File: src/rtl/alu_seq_muldiv.sv
// alu_seq_muldiv: handshaked integer ALU for the EX stage.
//   Base RV32I ALU ops (codes 00-09) finish in 1 cycle. With ALU_SEQ_MULDIV_EN
//   defined, MUL* (0A-0D) take 2 cycles and DIV*/REM* (0E-11) take XLEN+1
//   cycles. Without the macro, codes 0A-11 are reported as illegal and the
//   multiplier/divider are not built.
// Ports:
//   clk, rst_n          clock, async active-low reset
//   in_valid/in_ready   request handshake (ready only in IDLE)
//   alu_control         5-bit op code
//   operand_a/operand_b XLEN-bit operands, latched on accept
//   flush               abort in-flight op / drop pending result
//   out_valid/out_ready result handshake
//   result, zero        registered result and (result == 0)
//   illegal             unsupported op code, qualified by out_valid
module alu_seq_muldiv #(
    parameter int XLEN    = 32,
    parameter int SHAMT_W = $clog2(XLEN)
) (
    input  logic            clk,
    input  logic            rst_n,
    input  logic            in_valid,
    output logic            in_ready,
    input  logic [4:0]      alu_control,
    input  logic [XLEN-1:0] operand_a,
    input  logic [XLEN-1:0] operand_b,
    input  logic            flush,
    output logic            out_valid,
    input  logic            out_ready,
    output logic [XLEN-1:0] result,
    output logic            zero,
    output logic            illegal
);

`ifdef ALU_SEQ_MULDIV_EN
    typedef enum logic [1:0] {IDLE = 2'd0, MUL = 2'd1, DIV = 2'd2, DONE = 2'd3} state_t;
`else
    typedef enum logic [1:0] {IDLE = 2'd0, DONE = 2'd3} state_t;
`endif

    state_t state_q, state_d;
    logic            accept, is_base, is_legal, load;
    logic [XLEN-1:0] base_res, res_d;
    logic            ill_d;
    logic [SHAMT_W-1:0] shamt;

    // Keep in_ready low while reset is asserted so it first rises after release.
    assign in_ready  = rst_n && (state_q == IDLE);
    assign out_valid = (state_q == DONE);
    assign accept    = in_valid && in_ready && !flush;
    assign shamt     = operand_b[SHAMT_W-1:0];
    assign is_base   = (alu_control <= 5'h09);

    always_comb begin
        base_res = '0;
        case (alu_control)
            5'h00: base_res = operand_a & operand_b;
            5'h01: base_res = operand_a | operand_b;
            5'h02: base_res = operand_a + operand_b;
            5'h03: base_res = operand_a << shamt;
            5'h04: base_res = operand_a ^ operand_b;
            5'h05: base_res = operand_a >> shamt;
            5'h06: base_res = operand_a - operand_b;
            5'h07: base_res = {{(XLEN-1){1'b0}}, ($signed(operand_a) < $signed(operand_b))};
            5'h08: base_res = {{(XLEN-1){1'b0}}, (operand_a < operand_b)};
            5'h09: base_res = $signed(operand_a) >>> shamt;
            default: base_res = '0;
        endcase
    end

`ifdef ALU_SEQ_MULDIV_EN
    localparam logic [XLEN-1:0] MIN_VAL = {1'b1, {(XLEN-1){1'b0}}};

    logic is_mul, is_div, div_signed, div_rem, div_zero, div_ovf, special;
    logic [XLEN-1:0]   sp_res, abs_a, abs_b;
    logic [2*XLEN-1:0] mul_ax, mul_bx;
    logic [2*XLEN-1:0] prod_q;
    logic              mul_hi_q, rem_op_q, neg_q, neg_r;
    logic [XLEN-1:0]   dvs_q, rem_q, quo_q, rem_nx, quo_nx, div_final;
    logic [SHAMT_W-1:0] cnt_q;
    logic [XLEN:0]     rem_sh, diff;

    assign is_mul     = alu_control inside {[5'h0A:5'h0D]};
    assign is_div     = alu_control inside {[5'h0E:5'h11]};
    assign div_signed = (alu_control == 5'h0E) || (alu_control == 5'h10);
    assign div_rem    = (alu_control == 5'h10) || (alu_control == 5'h11);
    assign div_zero   = (operand_b == '0);
    assign div_ovf    = div_signed && (operand_a == MIN_VAL) && (operand_b == '1);
    assign special    = div_zero || div_ovf;
    assign sp_res     = div_zero ? (div_rem ? operand_a : '1)
                                 : (div_rem ? '0 : MIN_VAL);
    assign is_legal   = is_base || is_mul || is_div;

    // Operands extended to 2*XLEN so one unsigned multiply covers all MUL* ops
    // (two's complement product is exact modulo 2^(2*XLEN)).
    assign mul_ax = (alu_control == 5'h0D) ? {{XLEN{1'b0}}, operand_a}
                                           : {{XLEN{operand_a[XLEN-1]}}, operand_a};
    assign mul_bx = (alu_control == 5'h0B) ? {{XLEN{operand_b[XLEN-1]}}, operand_b}
                                           : {{XLEN{1'b0}}, operand_b};

    assign abs_a = (div_signed && operand_a[XLEN-1]) ? -operand_a : operand_a;
    assign abs_b = (div_signed && operand_b[XLEN-1]) ? -operand_b : operand_b;

    // One restoring step: shift next dividend bit into the partial remainder,
    // subtract if it fits; the borrow bit decides.
    assign rem_sh    = {rem_q, quo_q[XLEN-1]};
    assign diff      = rem_sh - {1'b0, dvs_q};
    assign rem_nx    = diff[XLEN] ? rem_sh[XLEN-1:0] : diff[XLEN-1:0];
    assign quo_nx    = {quo_q[XLEN-2:0], ~diff[XLEN]};
    assign div_final = rem_op_q ? (neg_r ? -rem_nx : rem_nx)
                                : (neg_q ? -quo_nx : quo_nx);
`else
    assign is_legal = is_base;
`endif

    always_comb begin
        state_d = state_q;
        load    = 1'b0;
        res_d   = '0;
        ill_d   = 1'b0;
        case (state_q)
            IDLE: if (accept) begin
`ifdef ALU_SEQ_MULDIV_EN
                if (is_mul) begin
                    state_d = MUL;
                end else if (is_div && !special) begin
                    state_d = DIV;
                end else begin
                    state_d = DONE;
                    load    = 1'b1;
                    ill_d   = !is_legal;
                    res_d   = !is_legal ? '0 : (is_div ? sp_res : base_res);
                end
`else
                state_d = DONE;
                load    = 1'b1;
                ill_d   = !is_legal;
                res_d   = is_legal ? base_res : '0;
`endif
            end
`ifdef ALU_SEQ_MULDIV_EN
            MUL: if (flush) begin
                state_d = IDLE;
            end else begin
                state_d = DONE;
                load    = 1'b1;
                res_d   = mul_hi_q ? prod_q[2*XLEN-1:XLEN] : prod_q[XLEN-1:0];
            end
            DIV: if (flush) begin
                state_d = IDLE;
            end else if (cnt_q == '0) begin
                state_d = DONE;
                load    = 1'b1;
                res_d   = div_final;
            end
`endif
            DONE: if (flush || out_ready) state_d = IDLE;
            default: state_d = IDLE;
        endcase
    end

    always_ff @(posedge clk or negedge rst_n) begin
        if (!rst_n) begin
            state_q <= IDLE;
            result  <= '0;
            zero    <= 1'b0;
            illegal <= 1'b0;
        end else begin
            state_q <= state_d;
            if (load) begin
                result  <= res_d;
                zero    <= (res_d == '0);
                illegal <= ill_d;
            end
        end
    end

`ifdef ALU_SEQ_MULDIV_EN
    always_ff @(posedge clk or negedge rst_n) begin
        if (!rst_n) begin
            prod_q   <= '0;
            mul_hi_q <= 1'b0;
            rem_op_q <= 1'b0;
            neg_q    <= 1'b0;
            neg_r    <= 1'b0;
            dvs_q    <= '0;
            rem_q    <= '0;
            quo_q    <= '0;
            cnt_q    <= '0;
        end else if (state_q == IDLE && accept) begin
            prod_q   <= mul_ax * mul_bx;
            mul_hi_q <= (alu_control != 5'h0A);
            rem_op_q <= div_rem;
            neg_q    <= div_signed && (operand_a[XLEN-1] ^ operand_b[XLEN-1]);
            neg_r    <= div_signed && operand_a[XLEN-1];
            dvs_q    <= abs_b;
            quo_q    <= abs_a;
            rem_q    <= '0;
            cnt_q    <= SHAMT_W'(XLEN-1);
        end else if (state_q == DIV) begin
            rem_q <= rem_nx;
            quo_q <= quo_nx;
            cnt_q <= cnt_q - SHAMT_W'(1);
        end
    end
`endif

endmodule
File: config.mk
export PLATFORM = sky130hd
export DESIGN_NAME = alu_seq_muldiv
export DESIGN_NICKNAME = d
export VERILOG_FILES = /design/src/rtl/alu_seq_muldiv.sv
export SDC_FILE = /design/constraint.sdc
export NUM_CORES = 1
export LEC_CHECK = 0
export BUFFER_PORTS_ARGS = -buffer_cell sky130_fd_sc_hd__buf_2
export CAP_MARGIN = 0
export CORE_ASPECT_RATIO = 0.9
export CORE_MARGIN = 4
export CORE_UTILIZATION = 40
export DETAILED_ROUTE_END_ITERATION = 16
export PLACE_DENSITY_LB_ADDON = 0.05
export SETUP_SLACK_MARGIN = 0.2
export SLEW_MARGIN = 10
export SYNTH_ARGS = -nofsm -noshare
export SYNTH_HDL_FRONTEND = slang
export SYNTH_SLANG_ARGS = --single-unit
File: constraint.sdc
create_clock -name clk -period 4.5 [get_ports clk]
set_clock_uncertainty 0.05 [all_clocks]
set_input_delay 0.9 -clock clk [delete_from_list [all_inputs] [get_ports clk]]
set_output_delay 0.9 -clock clk [all_outputs]
set_load 0.1 [all_outputs]
==> flow_summary_export.csv <==
group,metric,value,unit
timing,tightest_slew,930,ps
clocking,cts_tree,"done",
power_and_ir_drop,p_per_area,176,nW/um2
clocking,cts_root_buf,"clkbuf_16",
layout,nNetsFinal,2034,
timing,fin_crit_sh,97.9,%
worst_hold_path,worst_hold_startpoint,"result[19]",
timing,period_minus_slack,4410,ps
clocking,ctsHoldBuffers,0,
critical_path,cp-end-kind,"flip-flop",
routing,totalWireLength,63000,um
clocking,clk_pin_slew,50,ps
floorplan,core_area,28200,um2
yosys,syn-cell-area,11500,um2
timing,relSlewSlack,37.5,%
yosys,yosys-top-cells-area,"ha_1, mux4_2, dfrtp_1",
yosys,synth.most_common_cell,"nand2_1",
critical_path,ff2ff_setup_slack,1390,ps
yosys,syn_inst,1549,
timing,setup_viol,0,
critical_path,worstPathMaxFanout,4,
critical_path,crit_buf_inv,4,
layout,syn_to_final_growth,29.2,%
worst_hold_path,hold-path-endpoint,"result[19]",
timing,rsz0062_at_grt,"yes",
global_routing,grt_use_total,38.1,%
critical_path,reg2reg_depth,11,
placement,dp_hpwl,51800,um
global_routing,grt_pass1_wl,92300,um
floorplan,ios,110,
critical_path,worstSetupStartpointType,"input port",
layout,diodes,0,
critical_path,cp_slowest_cell,"a311oi_4",
power_and_ir_drop,vdd_drop_max,214,uV
critical_path,worst_r2r_endpoint,"zero",
floorplan,die-width,187,um
yosys,async_flop_share,100,%
critical_path,cp.arrival,4550,ps
timing,hold_violations,0,
yosys,synth_top_area_cell,"ha_1",
yosys,synth_nets,1725,
global_routing,grt_max_degree,73,
global_routing,antenna_found_initial,2,
critical_path,crit_type,"input port to flip-flop",
flow_run,cap_viol_max_count,0,
routing,detail_route.vias_per_cell,6.65,
critical_path,cpPeakStageDelay,420,ps
routing,num_vias,14800,
placement,pre_cts_slack,-333,ps
clocking,clk_latency,290,ps
layout,drive_gt1_share,30.4,%
yosys,yosysTopAreaCellShare,10.9,%
timing,timing.fmax,0.227,GHz
routing,wl_per_cell,28.4,um
clocking,cts.path.max_buffers,2,
outcome,status,"finished, final reports clean",
placement,finalWeightedCongestion,1.10,
global_routing,grt-ovfl-total,0,
yosys,seq_area_frac_synth,7.63,%
yosys,synth_edf_count,0,
clocking,htreeDepth,2,
clocking,cts_made_buffers,5,
yosys,synth_top_cells_by_count,"nand2_1, nor2_1, a21oi_1",
timing,finalWorstSetupSlack,94.2,ps
critical_path,crit_family,"compound AO/OA/AOI/OAI gates",
yosys,synth.distinct_cells,93,
yosys,syn_avg_cell_area,7.42,um2
yosys,ys_ff_latch,35,
layout,layoutNonFillerInstCount,2219,
floorplan,floorplan.initialDensity,40.8,%
floorplan,num_rows,58,
routing,antenna_left,0,
global_routing,grt_pass1_vias,13800,
routing,drt-initial-drc-count,2033,
critical_path,worstPathCellList,"buf_2, inv_1, ha_4, nor4_2, buf_4, o31ai_4, a311oi_4, o31ai_4, buf_4, a2111oi_4, o211ai_1, and4b_2, nand4_1, a2111oi_2, nand2_1, o31ai_2",
clocking,cts.sinks,35,
floorplan,dieArea,31500,um2
placement,placed_cells,2203,
critical_path,r2r-start,"state_q[0]",
critical_path,required,4650,ps
worst_hold_path,holdCritPathClass,"flip-flop to flip-flop",
worst_hold_path,hold_depth,2,
power_and_ir_drop,p_leak,6.83,nW
timing,slew_violations,0,
routing,first_pass_iters,6,
placement,port_buffers,109,
routing,drc,0,
floorplan,fp.dieH,169,um
timing,holdWs,408,ps
yosys,ys.warnings.count,0,
yosys,synthFlopType,"dfrtp_1",
==> final cells by class <==
class,instances,area [um2]
Fill cell,2831,13300
Sequential cell,35,876
Tap cell,360,450
Clock buffer,8,156
Inverter,104,405
Multi-Input combinational cell,1292,9930
Timing Repair Buffer,420,3020
==> per-stage QoR <==
stage	setup TNS (ps)	total power, mW	util (%)	area (um2)
floorplan	0	1.41	-	11600
global placement	-434	2.14	51.0	14400
detailed placement	-333	2.14	51.0	14400
CTS	0	2.53	51.8	14600
global route	-51.6	2.74	52.7	14800
finish	0	2.61	52.7	14800
==> tightest hold or removal path, delay by kind of cell (launching register included) <==
family           cells  cell delay [ps]
flip-flops           1              330
AND/OR/NAND/NOR      2              100
==> cell families (layout without fill, tap and decap cells) <==
group / after synthesis / count (layout) / share of synthesized area (%)
AND/OR/NAND/NOR: 522 / 522 / 22.2
XOR/XNOR: 14 / 14 / 1.07
AO/OA/AOI/OAI: 532 / 532 / 32.8
flip-flops: 35 / 35 / 7.63
adder cells (fa/ha/maj): 102 / 102 / 11.2
buffers and inverters: 222 / 532 / 8.12
multiplexers: 122 / 122 / 17.0
==> worst max-delay path by stage <==
stage	startpoint	cells past startpoint	endpoint	slack (ps)
finish	operand_b[6]	16	zero	90
global route	operand_b[6]	16	zero	-50
CTS	operand_b[0]	14	zero	200
detailed placement	operand_b[0]	14	zero	-330
global placement	operand_b[0]	14	zero	-430
floorplan	operand_b[3]	17	zero	210
==> timing repair <==
action | CTS | global route
resized for setup | 12 | 48
setup buffers | 1 | 7
pin swaps | 4 | 15
endpoints found under the setup margin | 1 | 5
==> cells in the final DEF, fill, tap and decap left out, types with 10 or more instances in the layout <==
cell / instances
buf_4: 300
nand2_1: 153
nor2_1: 118
a21oi_1: 110
buf_2: 107
ha_1: 92
inv_1: 91
o21ai_0: 85
nor3_1: 47
mux4_2: 46
mux2i_1: 42
nand3_1: 41
dfrtp_1: 35
a211oi_1: 28
o211ai_1: 28
nor2b_1: 25
mux2_2: 23
a21o_1: 21
o31ai_1: 16
nand4_1: 16
o2111ai_1: 16
nor4_1: 16
and3_1: 15
nand2b_1: 15
o22ai_1: 15
o211a_1: 15
o21a_1: 14
or3_1: 14
a31oi_1: 14
xnor2_1: 13
a221oi_1: 12
and2_1: 11
a22o_1: 10
a2111oi_0: 10
==> where the power goes <==
part / internal (mW) / leakage, nW / switching, mW
Clock: 0.236 / 0.0772 / 0.132
Sequential: 0.340 / 0.475 / 0.0137
Combinational: 0.703 / 6.28 / 1.19
==> routing by layer <==
layer / part of all wire (%) / global-route usage, %
met1: 42 / 53.5
met2: 43 / 58.9
met3: 10 / 7.57
met4: 4.7 / 13.0
met5: 0.041 / 0
==> flip-flops by register name, indices dropped and copies added (netlist names) <==
signal / flops
illegal: 1
result: 32
zero: 1
state_q: 1
(Power assumes the default switching activity.)
